--- src/rtl/uart_rx_ctrl.sv ---
// Line-configuration holder and receive FIFO for uart_rx; config writes only take effect between frames.
// Optional macro UART_RX_CTRL_IRQ_EN adds a registered irq_o output.
module uart_rx_ctrl #(
  parameter int unsigned FIFO_DEPTH = 8,
  parameter logic [15:0] DEF_BAUD   = 16'd9600,
  parameter logic        DEF_PARITY = 1'b0,
  parameter logic        DEF_STOP   = 1'b0,
  localparam int unsigned AW = $clog2(FIFO_DEPTH),
  localparam int unsigned CW = $clog2(FIFO_DEPTH) + 1
) (
  input  logic          clk_i,
  input  logic          rst_i,
  input  logic          cfg_we_i,
  input  logic [15:0]   cfg_baud_i,
  input  logic          cfg_parity_en_i,
  input  logic          cfg_stopbit_i,
  output logic          cfg_pending_o,
  input  logic          rx_busy_i,
  input  logic [7:0]    rx_data_i,
  input  logic          rx_valid_i,
  output logic [15:0]   baudrate_o,
  output logic          parity_en_o,
  output logic          stopbit_o,
  output logic [7:0]    rd_data_o,
  output logic          rd_valid_o,
  input  logic          rd_ready_i,
  output logic [CW-1:0] count_o,
  output logic          overflow_o,
  input  logic          ovf_clr_i
`ifdef UART_RX_CTRL_IRQ_EN
  ,
  output logic          irq_o
`endif
);

  typedef enum logic {ST_IDLE = 1'b0, ST_PEND = 1'b1} state_t;

  state_t      r_state, w_state_next;
  logic [15:0] r_baud, r_sh_baud;
  logic        r_parity, r_sh_parity;
  logic        r_stop, r_sh_stop;
  logic        w_out_load_new, w_out_load_shadow, w_shadow_load;

  always_comb begin
    w_state_next      = r_state;
    w_out_load_new    = 1'b0;
    w_out_load_shadow = 1'b0;
    w_shadow_load     = 1'b0;
    case (r_state)
      ST_IDLE: begin
        if (cfg_we_i) begin
          if (rx_busy_i) begin
            w_shadow_load = 1'b1;
            w_state_next  = ST_PEND;
          end else begin
            w_out_load_new = 1'b1;
          end
        end
      end
      ST_PEND: begin
        if (!rx_busy_i) begin
          // A write arriving on the release cycle supersedes the held shadow.
          w_state_next = ST_IDLE;
          if (cfg_we_i) w_out_load_new = 1'b1;
          else          w_out_load_shadow = 1'b1;
        end else if (cfg_we_i) begin
          w_shadow_load = 1'b1;
        end
      end
      default: w_state_next = ST_IDLE;
    endcase
  end

  always_ff @(posedge clk_i) begin
    if (!rst_i) begin
      r_state     <= ST_IDLE;
      r_baud      <= DEF_BAUD;
      r_parity    <= DEF_PARITY;
      r_stop      <= DEF_STOP;
      r_sh_baud   <= DEF_BAUD;
      r_sh_parity <= DEF_PARITY;
      r_sh_stop   <= DEF_STOP;
    end else begin
      r_state <= w_state_next;
      if (w_shadow_load) begin
        r_sh_baud   <= cfg_baud_i;
        r_sh_parity <= cfg_parity_en_i;
        r_sh_stop   <= cfg_stopbit_i;
      end
      if (w_out_load_new) begin
        r_baud   <= cfg_baud_i;
        r_parity <= cfg_parity_en_i;
        r_stop   <= cfg_stopbit_i;
      end else if (w_out_load_shadow) begin
        r_baud   <= r_sh_baud;
        r_parity <= r_sh_parity;
        r_stop   <= r_sh_stop;
      end
    end
  end

  assign cfg_pending_o = (r_state == ST_PEND);
  assign baudrate_o    = r_baud;
  assign parity_en_o   = r_parity;
  assign stopbit_o     = r_stop;

  logic [7:0]    r_mem [FIFO_DEPTH];
  logic [AW-1:0] r_wr_ptr, r_rd_ptr;
  logic [CW-1:0] r_count;
  logic          r_overflow;
  logic          w_full, w_pop, w_push, w_drop;

  assign w_full = (r_count == CW'(FIFO_DEPTH));
  assign w_pop  = rd_valid_o && rd_ready_i;
  // When full, a simultaneous pop frees the slot the push needs.
  assign w_push = rx_valid_i && (!w_full || w_pop);
  assign w_drop = rx_valid_i && w_full && !w_pop;

  always_ff @(posedge clk_i) begin
    if (w_push) r_mem[r_wr_ptr] <= rx_data_i;
  end

  always_ff @(posedge clk_i) begin
    if (!rst_i) begin
      r_wr_ptr   <= '0;
      r_rd_ptr   <= '0;
      r_count    <= '0;
      r_overflow <= 1'b0;
    end else begin
      if (w_push) r_wr_ptr <= r_wr_ptr + 1'b1;
      if (w_pop)  r_rd_ptr <= r_rd_ptr + 1'b1;
      case ({w_push, w_pop})
        2'b10:   r_count <= r_count + CW'(1);
        2'b01:   r_count <= r_count - CW'(1);
        default: r_count <= r_count;
      endcase
      if (w_drop)         r_overflow <= 1'b1;
      else if (ovf_clr_i) r_overflow <= 1'b0;
    end
  end

  assign rd_data_o  = r_mem[r_rd_ptr];
  assign rd_valid_o = (r_count != '0);
  assign count_o    = r_count;
  assign overflow_o = r_overflow;

`ifdef UART_RX_CTRL_IRQ_EN
  logic r_irq;
  always_ff @(posedge clk_i) begin
    if (!rst_i) r_irq <= 1'b0;
    else        r_irq <= rd_valid_o | r_overflow;
  end
  assign irq_o = r_irq;
`endif

endmodule

--- config.mk ---
export PLATFORM = sky130hd
export DESIGN_NAME = uart_rx_ctrl
export DESIGN_NICKNAME = d
export VERILOG_FILES = /design/src/rtl/uart_rx_ctrl.sv
export SDC_FILE = /design/constraint.sdc
export NUM_CORES = 1
export LEC_CHECK = 0
export ABC_AREA = 1
export CAP_MARGIN = 20
export CORE_MARGIN = 2
export CORE_UTILIZATION = 45
export CTS_CLUSTER_SIZE = 10
export DETAILED_ROUTE_END_ITERATION = 10
export GPL_TIMING_DRIVEN = 1
export MAX_ROUTING_LAYER = met4
export PLACE_DENSITY_LB_ADDON = 0.2
export SLEW_MARGIN = 40
export SYNTH_ARGS = -nofsm -noshare
export SYNTH_HDL_FRONTEND = slang
export SYNTH_SLANG_ARGS = --single-unit
--- constraint.sdc ---
create_clock -name clk_i -period 2.8 [get_ports clk_i]
set_clock_uncertainty 0.05 [all_clocks]
set_input_delay 0.28 -clock clk_i [delete_from_list [all_inputs] [get_ports clk_i]]
set_output_delay 0.28 -clock clk_i [all_outputs]
set_load 0.01 [all_outputs]
==> flow_summary.ini <==
[placed_design]
gp_congestion = 0.796
dpl.hpwl_microns = 6580
io_buffers = 65
dp_slack_ns = 0.428

[final_layout]
antenna_cells = 0
ff_latch_area_sq_um = 2950
fillCellCount = 853
nNetsFinal = 589
synthToLayoutAreaGrowth_pct = 33.0
drive_gt1_share_pct = 11.1
multi_input_area_sq_um = 1500

[sta]
rsz0062_at_grt = no
finalHoldViolations = 0
fin_setup_tns_ns = 0
setup_viol = 0
max_freq_mhz = 383
min_period_over_period_pct = 93.2
worst_pin_slew_ns = 0.658
slew_headroom_pct = 55.9
slew_violations = 0
finalWorstSetupSlack_ns = 0.190
finalWorstPathRequiredPeriod_ns = 2.61

[worst_setup_path]
cp-start-kind = flip-flop
crit_chain = buf_4, nor2_1, o32ai_1, nand2_1, nand2_1, clkdlybuf4s50_1
rr_worst_depth = 6
crit_arrival_ns = 2.28
cp_data_required_time_ns = 2.47
crit_cells = 6
crit_path_max_incr_delay_ns = 0.53
worst-path-buf-inv = 2
path_max_fanout = 13
crit_family = buffers and inverters
critPathSlowestCell = clkdlybuf4s50_1
setup.worst_path.end_class = output pin
worstSetupPathType = flip-flop to output pin
critPathMostFrequentCell = nand2_1

[synthesis]
synth_cell_types = 26
async_reset_ff_share_pct = 0
synth_ff_type = edfxtp_1
syn_avg_cell_area_sq_um = 9.82
syn_inst = 475
synth_seq_cells = 115
ys_seq_area_share_pct = 63.1
synth_fp_nets = 511
yosys_warnings = 0
synth_area_sq_um = 4660
synth_edf_count = 64

[power]
p_per_area_nw_per_um2 = 851
peakVddDrop_mv = 0.447
power.leakage_nw = 2.37

[die]
fp.coreArea_sq_um = 10200
initial_utilization_pct = 45.8
die-area_sq_um = 11200
dieHeight_microns = 106
die_width_microns = 106
io_pins = 66
rows = 37

[min_path]
hold_depth = 3
min_path_type = input pin to flip-flop

[run_status]
outcome = finished, final reports clean

[clocking]
htree_levels = 4
cts_hold_buf = 0
cts_sinks = 115
clkTransAtPathRegs_ns = 0.06
clockBufferDepth = 2
clock_latency_ns = 0.50
cts_tree = done
cts_made_buffers = 17
cts-root-buf = clkbuf_8

[global_route]
antenna_found_initial = 0
grt_pass1_wl_microns = 16200
grt-ovfl-total = 0
grtUsageTotal_pct = 19.1
first_global_vias = 3558
grt_max_degree = 36

[detailed_routing]
wl_microns = 9810
drtPass1Iterations = 4
wire_per_inst_microns = 14.0
vias = 3572
drc_errors = 0
drtAntennaViolNets = 0
dr.first_iter.drc_count = 144
vias_per_cell = 5.09

[flow_run]
drv_cap = 0
[area by class of cell]
type	count	area share, %
multi-input cells	305	24.1
well taps	136	2.74
repair buffers	80	12.3
flip-flops and latches	115	47.5
clock inverters	15	4.60
inverters	34	2.10
clock buffers	17	6.68
[what timing repair did]
item                                    in CTS  in global routing
setup buffers                                0                  0
hold endpoints to repair                     0                  0
resized for setup                            1                  1
cloned                                       0                  0
endpoints found under the setup margin       4                  8
[layer usage]
layer	global-route usage, %	up-vias	part of all wire (%)
li1	-	1803	-
met1	22.4	1663	44
met2	31.7	93	50
met3	4.27	13	3.9
met4	8.27	0	1.7
met5	-	-	0
[power by group]
group | internal (mW) | total (mW) | switching [mW]
sequential | 1.87 | 1.96 | 0.0850
combinational | 0.371 | 0.799 | 0.428
clock | 1.80 | 2.52 | 0.727
total | 4.04 | 5.28 | 1.24
[path summary, 6_finish.rpt]
check / from / end / slack (ns)
worst max-delay path: flip-flop / rd_data_o[6] / 0.19
worst min-delay path: cfg_baud_i[13] / r_sh_baud[13] / 0.33
worst max register to register: count_o[1] / r_mem[4][4] / 0.93
worst min register to register: r_sh_baud[2] / r_sh_baud[2] / 0.41
[worst min-delay path, stage by stage]
cell and delay (ns):
clkdlybuf4s50_1 0.42, nand2_1 0.07, nand3_1 0.05
[cells in the mapped netlist, types with 2 or more instances]
cell type,count,share of area [%]
o211ai_1,2,0.32
a21oi_1,45,4.8
nor2_1,83,6.7
buf_4,2,0.32
nand2_1,68,5.5
nor2_4,2,0.48
clkbuf_1,11,0.89
o32ai_1,16,3.0
o21ai_1,4,0.43
inv_2,3,0.24
nand2_4,2,0.48
nand4_1,4,0.54
nand3_1,7,0.75
nand3_4,2,0.75
buf_2,7,0.75
o21ai_0,59,6.3
edfxtp_1,64,41
ha_1,3,0.81
dfxtp_1,51,22
nand2_2,5,0.67
inv_1,30,2.4
[sequential cells by signal, indices dropped and copies added, names as in the netlist, named ones only]
name and count:
r_sh_stop 1, r_sh_baud 16, r_mem 64, r_wr_ptr 3
parity_en_o 1, cfg_pending_o 1, overflow_o 1, count_o 4
r_sh_parity 1, r_rd_ptr 3, stopbit_o 1, baudrate_o 16
[metrics by stage]
step / power [mW] / util [%] / instance area, sq um / hold slack (ns) / std cells
after global routing: 5.50 / 60.9 / 6200 / 0.340 / 702
after detailed placement: 2.79 / 54.0 / 5500 / 0.400 / 670
after floorplan: 2.44 / - / 4660 / 0.329 / 475
after CTS: 5.32 / 60.9 / 6200 / 0.312 / 702
after global placement: 2.77 / 54.0 / 5500 / 0.388 / 670
final: 5.28 / 60.9 / 6200 / 0.330 / 702
[placed cells by master, fill, tap and decap left out, types with 3 or more instances in the layout]
| master | synthesis | final |
|---|---|---|
| nor2_1 | 83 | 83 |
| nand2_2 | 5 | 5 |
| clkbuf_16 | 0 | 16 |
| ha_1 | 3 | 3 |
| inv_2 | 3 | 3 |
| nand4_1 | 4 | 4 |
| clkdlybuf4s50_1 | 0 | 65 |
| o21ai_0 | 59 | 59 |
| a21oi_1 | 45 | 45 |
| nand3_1 | 7 | 7 |
| dfxtp_1 | 51 | 49 |
| o32ai_1 | 16 | 16 |
| bufinv_16 | 0 | 8 |
| nand2_1 | 68 | 68 |
| buf_4 | 2 | 15 |
| edfxtp_1 | 64 | 64 |
| o21ai_1 | 4 | 4 |
| inv_1 | 30 | 30 |
[cell families after synthesis]
logic type / share of synthesized area (%)
adders and majority gates: 0.805
AOI/OAI and AO/OA: 14.9
DFF: 63.1
buffers and inverters: 4.83
xor gates and xnor gates: 0.188
and+or+nand+nor: 16.2
(Power assumes the default switching activity.)
